## src/rtl/sram_request_arbiter.sv

```systemverilog
// Two-port round-robin arbiter that shares one memory-block port between instruction fetch (port 0) and data (port 1).
// Optional watchdog: define SRAM_ARB_TIMEOUT_EN to force completion with err after TIMEOUT_CYCLES stalled cycles.
module sram_request_arbiter #(
    parameter int ADDR_W         = 32,
    parameter int DATA_W         = 32,
    parameter int TIMEOUT_CYCLES = 255
) (
    input  logic              clk,
    input  logic              nRST,
    input  logic              req0,
    input  logic              wen0,
    input  logic [ADDR_W-1:0] addr0,
    input  logic [DATA_W-1:0] wdata0,
    input  logic [3:0]        byte_en0,
    output logic [DATA_W-1:0] rdata0,
    output logic              wait0,
    output logic              err0,
    input  logic              req1,
    input  logic              wen1,
    input  logic [ADDR_W-1:0] addr1,
    input  logic [DATA_W-1:0] wdata1,
    input  logic [3:0]        byte_en1,
    output logic [DATA_W-1:0] rdata1,
    output logic              wait1,
    output logic              err1,
    output logic              mem_en,
    output logic              mem_wen,
    output logic [ADDR_W-1:0] mem_addr,
    output logic [DATA_W-1:0] mem_wdata,
    output logic [3:0]        mem_byte_en,
    input  logic [DATA_W-1:0] mem_rdata,
    input  logic              mem_wait,
    output logic              grant_id,
    output logic              busy
);

    typedef enum logic {S_IDLE, S_BUSY} state_t;

    state_t r_state, w_state_next;
    logic   r_owner, w_owner_next;
    logic   r_last_grant, w_last_grant_next;

    logic              w_owner_req;
    logic              w_other_req;
    logic              w_active;
    logic              w_forced;
    logic              w_complete;
    logic              w_done0;
    logic              w_done1;
    logic [DATA_W-1:0] w_resp_data;

    assign w_owner_req = r_owner ? req1 : req0;
    assign w_other_req = r_owner ? req0 : req1;
    // An owner that withdrew its request mid-access gets no memory cycle.
    assign w_active    = (r_state == S_BUSY) && w_owner_req;

`ifdef SRAM_ARB_TIMEOUT_EN
    localparam int CNT_W = (TIMEOUT_CYCLES < 1) ? 1 : $clog2(TIMEOUT_CYCLES + 1);
    localparam logic [DATA_W-1:0] ERR_DATA = DATA_W'(32'hBAD1BAD1);

    logic [CNT_W-1:0] r_tcnt, w_tcnt_next;

    assign w_forced    = w_active && mem_wait && (r_tcnt == CNT_W'(TIMEOUT_CYCLES));
    assign w_resp_data = w_forced ? ERR_DATA : mem_rdata;

    // Any cycle that is not a plain stall (completion, handoff, idle) restarts the count.
    always_comb begin
        w_tcnt_next = '0;
        if (w_active && mem_wait && !w_forced)
            w_tcnt_next = r_tcnt + 1'b1;
    end

    always_ff @(posedge clk or negedge nRST) begin
        if (!nRST)
            r_tcnt <= '0;
        else
            r_tcnt <= w_tcnt_next;
    end
`else
    assign w_forced    = 1'b0;
    assign w_resp_data = mem_rdata;
`endif

    assign w_complete = w_active && (!mem_wait || w_forced);
    assign w_done0    = w_complete && !r_owner;
    assign w_done1    = w_complete && r_owner;

    always_comb begin
        w_state_next      = r_state;
        w_owner_next      = r_owner;
        w_last_grant_next = r_last_grant;
        case (r_state)
            S_IDLE: begin
                if (req0 || req1) begin
                    w_state_next      = S_BUSY;
                    w_owner_next      = (req0 && req1) ? ~r_last_grant : req1;
                    w_last_grant_next = (req0 && req1) ? ~r_last_grant : req1;
                end
            end
            S_BUSY: begin
                if (!w_owner_req) begin
                    w_state_next = S_IDLE;
                end else if (w_complete) begin
                    if (w_other_req) begin
                        w_owner_next      = ~r_owner;
                        w_last_grant_next = ~r_owner;
                    end else begin
                        w_state_next = S_IDLE;
                    end
                end
            end
            default: w_state_next = S_IDLE;
        endcase
    end

    always_ff @(posedge clk or negedge nRST) begin
        if (!nRST) begin
            r_state      <= S_IDLE;
            r_owner      <= 1'b0;
            r_last_grant <= 1'b1;
        end else begin
            r_state      <= w_state_next;
            r_owner      <= w_owner_next;
            r_last_grant <= w_last_grant_next;
        end
    end

    assign mem_en      = w_active;
    assign mem_wen     = w_active && (r_owner ? wen1 : wen0);
    assign mem_addr    = w_active ? (r_owner ? addr1 : addr0) : '0;
    assign mem_wdata   = w_active ? (r_owner ? wdata1 : wdata0) : '0;
    assign mem_byte_en = w_active ? (r_owner ? byte_en1 : byte_en0) : 4'b0000;

    assign wait0  = req0 && !w_done0;
    assign wait1  = req1 && !w_done1;
    assign rdata0 = w_done0 ? w_resp_data : '0;
    assign rdata1 = w_done1 ? w_resp_data : '0;
    assign err0   = w_forced && !r_owner;
    assign err1   = w_forced && r_owner;

    assign grant_id = r_owner;
    assign busy     = (r_state == S_BUSY);

endmodule

```

## config.mk

```make
export PLATFORM = sky130hd
export DESIGN_NAME = sram_request_arbiter
export DESIGN_NICKNAME = d
export VERILOG_FILES = /design/src/rtl/sram_request_arbiter.sv
export SDC_FILE = /design/constraint.sdc
export NUM_CORES = 1
export LEC_CHECK = 0
export CORE_AREA = 4 4 122 124
export CTS_CLUSTER_SIZE = 24
export DETAILED_ROUTE_END_ITERATION = 8
export DIE_AREA = 0 0 126 128
export PLACE_DENSITY = 0.61
export REMOVE_ABC_BUFFERS = 1
export SLEW_MARGIN = 25
export SYNTH_ARGS = -nofsm -noshare
export SYNTH_HDL_FRONTEND = slang
export SYNTH_SLANG_ARGS = --single-unit
```

## constraint.sdc

```tcl
create_clock -name clk -period 1.3 [get_ports clk]
set_input_delay 0.13 -clock clk [delete_from_list [all_inputs] [get_ports clk]]
set_output_delay 0.13 -clock clk [all_outputs]
set_load 0.1 [all_outputs]
```

==> results of run 1 <==
==> state kept, by name (all words and copies together), names as in the netlist <==
name          flops
grant_id          1
busy              1
r_last_grant      1
==> cell families (layout without fill, tap and decap cells) <==
family / after synthesis / count (layout) / share of synthesized area
buffers and inverters: 40 / 370 / 0.1786
other: 1 / 2 / 0.001612
and+or+nand+nor: 141 / 141 / 0.3841
AOI/OAI and AO/OA: 80 / 80 / 0.4029
DFF: 3 / 3 / 0.03282
==> layer usage <==
| metal | vias to the layer above | part of all wire | routed length, microns |
|---|---|---|---|
| li1 | 1646 | - | - |
| met1 | 1636 | 0.36 | 5379 |
| met2 | 152 | 0.57 | 8505 |
| met3 | 12 | 0.057 | 856 |
| met4 | 0 | 0.013 | 193 |
| met5 | - | 0 | 0 |
==> synth_stat cells (3+ instances only) <==
cell / n / share of area
o21ai_0: 3 / 0.0065
buf_12: 14 / 0.12
clkbuf_1: 14 / 0.023
clkbuf_2: 4 / 0.0086
buf_4: 3 / 0.0097
nor2_2: 71 / 0.19
and3_1: 62 / 0.17
a22oi_2: 69 / 0.37
o211ai_1: 3 / 0.0097
==> per-stage QoR <==
step | instances | hold slack (ps) | setup slack (ps)
detailed placement | 757 | 329.7 | -439.7
finish | 776 | 91.68 | -459.9
global placement | 757 | 329.0 | -417.0
global route | 776 | 101.7 | -523.3
floorplan | 228 | -165.6 | -2513
CTS | 764 | 92.01 | -460.4
==> worst min path at each step <==
| stage | from | endpoint | slack [ps] | cells past startpoint |
|---|---|---|---|---|
| 2_1_floorplan | nRST | busy$_DFF_PN0_ | -170 | 0 |
| 3_3_place_gp | nRST | grant_id$_DFFE_PN0P_ | 330 | 1 |
| 3_5_place_dp | nRST | grant_id$_DFFE_PN0P_ | 330 | 1 |
| 4_1_cts | nRST | busy$_DFF_PN0_ | 90 | 1 |
| 5_1_grt | nRST | grant_id$_DFFE_PN0P_ | 100 | 1 |
| 6_report | nRST | grant_id$_DFFE_PN0P_ | 90 | 1 |
==> placed cells by master, fill, tap and decap left out <==
cell / Yosys / routed
clkdlybuf4s50_1: 0 / 173
buf_12: 14 / 152
nor2_2: 71 / 71
a22oi_2: 69 / 69
and3_4: 0 / 37
and3_1: 62 / 27
buf_4: 3 / 25
clkbuf_16: 0 / 8
buf_6: 0 / 5
o211ai_1: 3 / 3
o21ai_0: 3 / 2
nor2b_1: 2 / 2
conb_1: 1 / 2
dfrtp_1: 2 / 2
buf_8: 1 / 2
inv_4: 0 / 1
nor2b_4: 1 / 1
and2_4: 1 / 1
and2b_2: 0 / 1
o31a_2: 1 / 1
inv_1: 1 / 1
a21oi_4: 0 / 1
o21ai_1: 0 / 1
nor2_1: 1 / 1
a21oi_1: 2 / 1
o2bb2ai_1: 1 / 1
o21bai_1: 1 / 1
clkbuf_1: 14 / 1
dlymetal6s2s_1: 0 / 1
buf_16: 0 / 1
dfstp_2: 1 / 1
==> power breakdown <==
group | internal (mW) | switching [mW]
Sequential | 0.142 | 0.0333
Clock | 0.406 | 0.0979
Combinational | 4.37 | 6.87
Total | 4.92 | 7.00
==> cell type report <==
class / instances / area share
Sequential cell: 3 / 0.009993
Timing Repair Buffer: 364 / 0.6827
Clock buffer: 4 / 0.01032
Multi-Input combinational cell: 223 / 0.2662
Inverter: 2 / 0.001311
Tap cell: 180 / 0.02949
==> timing repair <==
| action | CTS | global route |
|---|---|---|
| pin swaps | 2 | 14 |
| endpoints found under the setup margin | 136 | 138 |
| resized for setup | 11 | 43 |
| cloned | 0 | 8 |
| buffers inserted | 3 | 5 |
==> metrics.cfg, run 1 <==
[yosys]
ys_seq_elements = 3
synth.distinct_cells = 27
postSynthCellCount = 265
syn_area_sq_um = 2326
yosys_most_used_dff = dfrtp_1
synth-seq-area-share = 0.03281
postSynthAreaPerCell_sq_um = 8.777
postSynth.asyncResetShare = 1.000
yosysWarnings = 0
synth-edff-count = 0

[placed_design]
placed_area_sq_um = 7081
dpl.hpwl_microns = 11710
io_buffers = 312
gp_congestion = 0.9213

[timing]
rsz0062_at_grt = yes
fmax_ghz = 0.5682
timing.final.crit_period_ps = 1760
setup_viol = 136
finalCritPeriodShare = 1.354
maxSlewViolCount = 0
setup-tns-final_ps = -53300
fin_ws_ps = -459.9
hold_viol = 0
finClkSkew_ps = 0.2977

[power]
vdd_ir_drop_max_v = 0.001189
power_mw = 11.92
power_density_nw_per_um2 = 1561
p_leak_nw = 2.944

[grt]
use_met3 = 0.02875
grt_busiest_layer = met2
grt_max_degree = 53
gr-total-overflow = 0
grt_antenna_before_repair = 0
use_met1 = 0.1673
grt_pass1_vias = 3464
track_usage = 0.1546
met2_usage = 0.3139
grt_pass1_wl_microns = 20140

[routing]
via_per_inst = 4.441
route.vias.total = 3446
drtIter0Drc = 86
drc = 0
ant_nets = 0
wl_microns = 14940
first_pass_iters = 4
avgRoutedWirePerCell_microns = 19.25

[setup_path]
endpoint_kind = output port
arrival_ps = 1630
crit_start = grant_id$_DFFE_PN0P_
critPathLaunchType = flip-flop
crit_fanout = 52
ff2ff_path_depth = 4
max_stage_delay_ps = 420
worstPathCellList = nor2b_4, buf_12, a22oi_2, nor2_2, buf_12
cpMostUsedCell = buf_12
path_class = reg -> out
critPathRequiredTime_ps = 1170
critical_path_depth = 5
r2r_start = grant_id$_DFFE_PN0P_
cp_num_buf_inv = 2
slowest_stage = dfrtp_1
cp-endpoint = mem_wdata[30]
r2r_slack_ps = 10
r2r_end = busy$_DFF_PN0_
cp_top_family = buffers and inverters

[clocking]
cts_tree = built
cts_hold_buf = 0
clkSinkCount = 3
cts_buffer_depth = 2
root_buffer = clkbuf_16
clock_latency_ps = 230
h-tree-depth = 1
path_clk_slew_ps = 30
cts_buffers = 3

[floorplanning]
num_rows = 43
die-area_sq_um = 16130
coreArea_sq_um = 13770
fp.dieW_microns = 126
start_util = 0.1689
ios = 315
dieHeight_microns = 128

[layout]
multi_input_area_sq_um = 2033
n_antenna_cell = 0
fin_nets = 772
fin_area_sq_um = 7637
fillers = 1182
drive_above_1_share = 0.6326
area_growth_pct = 228.3
final_util = 0.5545
register_area_sq_um = 76.32

[flow_run]
maxCapViolations = 0

[run_status]
failed_checks = setup timing
status = complete, but fails checks

[hold_path]
hold_path_class = in -> async

Power figures use the tool's default switching activity.
==> inputs of run 2 (changes only) <==
CORE_AREA = 4 4 121 123   (was 4 4 122 124)
DIE_AREA = 0 0 125 127   (was 0 0 126 128)
HOLD_SLACK_MARGIN = 0.12   (was unset)
PLACE_DENSITY = 0.62   (was 0.61)
REMOVE_ABC_BUFFERS = unset   (was 1)
clock period = 2.3 ns   (was 1.3 ns; I/O delays follow)
==> metrics.cfg, run 2 (same netlist as run 1, synthesis figures left out) <==
[grt]
use_met1 = 0.1555  ; was 0.1673
grt_pass1_vias = 3460  ; was 3,464
grt_antenna_before_repair = 1  ; was 0
grt_max_degree = 57  ; was 53
track_usage = 0.1563  ; was 0.1546
gr-total-overflow = 0  ; unchanged
use_met3 = 0.08027  ; was 0.02875
met2_usage = 0.2885  ; was 0.3139
grt_pass1_wl_microns = 20020  ; was 20,140 microns
grt_busiest_layer = met2  ; unchanged

[setup_path]
endpoint_kind = output port  ; unchanged
cpMostUsedCell = buf_12  ; unchanged
r2r_end = grant_id$_DFFE_PN0P_  ; was busy$_DFF_PN0_
cp_num_buf_inv = 3  ; was 2
ff2ff_path_depth = 4  ; unchanged
max_stage_delay_ps = 530  ; was 420 ps
r2r_start = grant_id$_DFFE_PN0P_  ; unchanged
cp_top_family = buffers and inverters  ; unchanged
critPathRequiredTime_ps = 2070  ; was 1170 ps
r2r_slack_ps = 970  ; was 10 ps
slowest_stage = clkdlybuf4s50_1  ; was dfrtp_1
worstPathCellList = clkdlybuf4s50_1, nor2b_4, buf_12, a22oi_2, nor2_4, buf_12  ; was nor2b_4, buf_12, a22oi_2, nor2_2, buf_12
path_class = in -> out  ; was reg -> out
arrival_ps = 1810  ; was 1630 ps
crit_fanout = 56  ; was 52
critPathLaunchType = input port  ; was flip-flop

[power]
power_mw = 6.409  ; was 11.92 mW
power_density_nw_per_um2 = 886.1  ; was 1561 nW/um^2
vdd_ir_drop_max_v = 0.0005324  ; was 0.001189 V
p_leak_nw = 2.748  ; was 2.944 nW

[floorplanning]
die-area_sq_um = 15880  ; was 16,130 sq um
num_rows = 43  ; unchanged
fp.dieW_microns = 125  ; was 126 microns
start_util = 0.1702  ; was 0.1689
dieHeight_microns = 127  ; was 128 microns
ios = 315  ; unchanged
coreArea_sq_um = 13670  ; was 13,770 sq um

[routing]
avgRoutedWirePerCell_microns = 17.67  ; was 19.25 microns
first_pass_iters = 4  ; unchanged
drtIter0Drc = 86  ; unchanged
via_per_inst = 4.486  ; was 4.441
ant_nets = 0  ; unchanged
route.vias.total = 3302  ; was 3,446
wl_microns = 13010  ; was 14,940 microns
drc = 0  ; unchanged

[timing]
maxSlewViolCount = 0  ; unchanged
setup_viol = 0  ; was 136
rsz0062_at_grt = no  ; was yes
whs_ps = 197.6  ; was 91.68 ps
fmax_ghz = 0.4911
setup-tns-final_ps = 0  ; was -53,300 ps
timing.final.crit_period_ps = 2036
hold_viol = 0  ; unchanged
finClkSkew_ps = 1.369  ; was 0.2977 ps
finalCritPeriodShare = 0.8853

[clocking]
cts_tree = built  ; unchanged
cts_buffer_depth = 2  ; unchanged
cts_hold_buf = 0  ; unchanged
clkSinkCount = 3  ; unchanged
h-tree-depth = 1  ; unchanged
root_buffer = clkbuf_16  ; unchanged
cts_buffers = 3  ; unchanged
post_cts_buffers = 0  ; was 3
path_clk_slew_ps = 30  ; about the same
cts_resized = 0  ; was 11
clock_latency_ps = 220  ; was 230 ps

[layout]
n_antenna_cell = 0  ; unchanged
area_growth_pct = 210.9  ; was 228.3%
mostFrequentLayoutCell = clkdlybuf4s50_1  ; unchanged
multi_input_area_sq_um = 2192  ; was 2033 sq um
final_cells = 736  ; was 776
final_cell_mix = 174 x clkdlybuf4s50_1, 142 x buf_12, 70 x nor2_4  ; was 173 x clkdlybuf4s50_1, 152 x buf_12, 71 x nor2_2
final_util = 0.5292  ; was 0.5545
register_area_sq_um = 78.83  ; was 76.32 sq um
fillers = 1196  ; was 1,182
fin_nets = 732  ; was 772
drive_above_1_share = 0.5450  ; was 0.6326

[flow_run]
maxCapViolations = 0  ; unchanged

[placed_design]
io_buffers = 312  ; unchanged
dpl.hpwl_microns = 11090  ; was 11,710 microns
place_inst = 732  ; was 757
gp_congestion = 0.8845  ; was 0.9213

[run_status]
status = finished clean  ; was complete, but fails checks

[hold_path]
hold_path_class = in -> async  ; unchanged

run 2: changes by cell type in the layout (fill, tap and decap cells not counted), sizes merged:
cell / before / now
clkbuf: 9 / 4
dlymetal6s2s: 1 / 0
clkdlybuf4s50: 173 / 174
buf: 185 / 150
run 2: worst max path at each step:
stage                              start            to  slack, ps  cells past startpoint
after floorplan           busy$_DFF_PN0_    rdata0[10]         50                      4
after global placement              req0  mem_wdata[7]        290                      6
after detailed placement            req0  mem_wdata[7]        270                      6
after CTS                           req0  mem_wdata[7]        270                      6
after global routing                req0  mem_wdata[7]        180                      6
final                               req0  mem_wdata[7]        260                      6
run 2: cell type report:
cell class	count	share of cell area
clock buffer	4	0.01090
tap	180	0.03114
inverter	2	0.001730
multi-input combinational	223	0.3031
sequential	3	0.01090
timing repair buffer	324	0.6422
run 2: per-stage QoR:
step / setup slack [ps] / area (sq um)
after floorplan: 48.61 / 2686
after global placement: 293.9 / 7153
after detailed placement: 270.8 / 7153
after CTS: 267.6 / 7232
after global routing: 183.3 / 7232
final: 263.8 / 7232
run 2: power breakdown:
group / switching (mW) / internal, mW / leakage, nW
logic: 3.91 / 2.10 / 2.68
clock network: 0.0430 / 0.228 / 0.0382
registers: 0.0395 / 0.0833 / 0.0311
total: 3.99 / 2.41 / 2.75
run 2: metal layers:
layer	routed length (microns)	up-vias	part of all wire
li1	-	1561	-
met1	4292	1532	0.33
met2	6908	189	0.53
met3	1527	18	0.12
met4	272	2	0.021
met5	7	-	0.00054
run 2: worst reg2reg max path, cell delays in order (launching register included):
cell      delay [ps]
dfrtp_2          460
nor2b_4          190
buf_12           280
a21oi_1          140
o211ai_1         170
==> inputs of run 3 (changes only) <==
CORE_AREA = 2 2 122 124   (was 4 4 121 123)
DIE_AREA = 0 0 124 126   (was 0 0 125 127)
PLACE_DENSITY = 0.59   (was 0.62)
SKIP_CTS_REPAIR_TIMING = 1   (was unset)
==> metrics.cfg, run 3 (same netlist as run 1, synthesis figures left out) <==
[timing]
setup-tns-final_ps = 0  ; unchanged
maxSlewViolCount = 0  ; unchanged
rsz0062_at_grt = no  ; unchanged
fmax_ghz = 0.4805  ; was 0.4911 GHz
whs_ps = 195.5  ; was 197.6 ps
hold_viol = 0  ; unchanged
finClkSkew_ps = 1.483  ; was 1.369 ps
timing.final.crit_period_ps = 2081  ; was 2036 ps
finalCritPeriodShare = 0.9048  ; was 0.8853
setup_viol = 0  ; unchanged

[layout]
mostFrequentLayoutCell = clkdlybuf4s50_1  ; unchanged
drive_above_1_share = 0.5425  ; was 0.5450
area_growth_pct = 211.9  ; was 210.9%
fin_nets = 729  ; was 732
final_cells = 738  ; was 736
fillers = 1275  ; was 1,196
fin_area_sq_um = 7254  ; was 7232 sq um
final_cell_mix = 174 x clkdlybuf4s50_1, 145 x buf_12, 70 x nor2_4  ; was 174 x clkdlybuf4s50_1, 142 x buf_12, 70 x nor2_4

[routing]
wl_microns = 12450  ; was 13,010 microns
avgRoutedWirePerCell_microns = 16.87  ; was 17.67 microns
ant_nets = 0  ; unchanged
drc = 0  ; unchanged
route.vias.total = 3252  ; was 3,302
drtIter0Drc = 56  ; was 86
via_per_inst = 4.407  ; was 4.486
first_pass_iters = 4  ; unchanged

[setup_path]
worstPathCellList = clkdlybuf4s50_1, nor2b_4, buf_12, a22oi_2, nor2_4, buf_12  ; unchanged
path_class = in -> out  ; unchanged
r2r_start = grant_id$_DFFE_PN0P_  ; unchanged
critPathRequiredTime_ps = 2070  ; about the same
cp-endpoint = mem_addr[28]  ; was mem_wdata[7]
critPathLaunchType = input port  ; unchanged
ff2ff_path_depth = 4  ; unchanged
crit_start = req0  ; unchanged
r2r_slack_ps = 920  ; was 970 ps
endpoint_kind = output port  ; unchanged
slowest_stage = clkdlybuf4s50_1  ; unchanged
cp_num_buf_inv = 3  ; unchanged
crit_fanout = 63  ; was 56
critical_path_depth = 6  ; unchanged
cpMostUsedCell = buf_12  ; unchanged
max_stage_delay_ps = 540  ; was 530 ps
cp_top_family = buffers and inverters  ; unchanged
arrival_ps = 1850  ; was 1810 ps
r2r_end = grant_id$_DFFE_PN0P_  ; unchanged

[grt]
grt_antenna_before_repair = 1  ; unchanged
track_usage = 0.1524  ; was 0.1563
grt_pass1_vias = 3454  ; was 3,460
grt_max_degree = 66  ; was 57
grt_pass1_wl_microns = 18610  ; was 20,020 microns
gr-total-overflow = 0  ; unchanged

[placed_design]
place_inst = 733  ; was 732
placed_area_sq_um = 7173  ; was 7153 sq um
dpl.hpwl_microns = 10380  ; was 11,090 microns
io_buffers = 312  ; unchanged
gp_congestion = 0.7941  ; was 0.8845

[flow_run]
maxCapViolations = 0  ; unchanged

[power]
power_mw = 6.419  ; was 6.409 mW
p_leak_nw = 2.746  ; was 2.748 nW
power_density_nw_per_um2 = 884.8  ; was 886.1 nW/um^2
vdd_ir_drop_max_v = 0.0006553  ; was 0.0005324 V

[clocking]
clkSinkCount = 3  ; unchanged
cts_buffers = 3  ; unchanged
cts_buffer_depth = 2  ; unchanged
clock_latency_ps = 220  ; about the same
root_buffer = clkbuf_16  ; unchanged
path_clk_slew_ps = 30  ; about the same
cts_tree = built  ; unchanged
h-tree-depth = 1  ; unchanged

[hold_path]
hold_path_class = in -> async  ; unchanged

[floorplanning]
start_util = 0.1625  ; was 0.1702
fp.dieW_microns = 124  ; was 125 microns
die-area_sq_um = 15620  ; was 15,880 sq um
coreArea_sq_um = 14310  ; was 13,670 sq um
ios = 315  ; unchanged
num_rows = 44  ; was 43
dieHeight_microns = 126  ; was 127 microns

[run_status]
status = finished clean  ; unchanged

## run 3: cell count changes in the layout (fill, tap and decap cells not counted)
cell / delta
buf_4: -6
diode_2: +1
buf_12: +3
## run 3: area by class of cell
class | count | area, sq um | area share
diodes | 1 | 2.502 | 0.0003449
clock buffers | 4 | 78.83 | 0.01087
inverters | 2 | 12.51 | 0.001725
multi-input cells | 223 | 2192 | 0.3022
flip-flops and latches | 3 | 78.83 | 0.01087
well taps | 184 | 230.2 | 0.03174
repair buffers | 321 | 4659 | 0.6423
## run 3: worst min path at each step
stage	startpoint	endpoint	slack, ps
2_1_floorplan	nRST	busy$_DFF_PN0_	-70
3_3_place_gp	nRST	busy$_DFF_PN0_	420
3_5_place_dp	nRST	busy$_DFF_PN0_	430
4_1_cts	nRST	busy$_DFF_PN0_	200
5_1_grt	nRST	busy$_DFF_PN0_	210
6_report	nRST	busy$_DFF_PN0_	200
## run 3: metal layers
layer  routed length, microns  up-vias  track usage
li1                         -     1562            -
met1                     4029     1508       0.1504
met2                     6854      170       0.2941
met3                     1349       12      0.05435
met4                      216        0      0.04098
met5                        0        -            0
## run 3: stage by stage
stage | setup WS (ps) | utilization
final | 218.9 | 0.5068
after global routing | 144.9 | 0.5066
after CTS | 210.2 | 0.5066
after detailed placement | 210.3 | 0.5011
after global placement | 286.8 | 0.5011
after floorplan | 48.61 | -
## run 3: where the power goes
group,internal [mW],switching [mW]
clock,0.229,0.0473
sequential,0.0831,0.0380
combinational,2.12,3.91
total,2.43,3.99
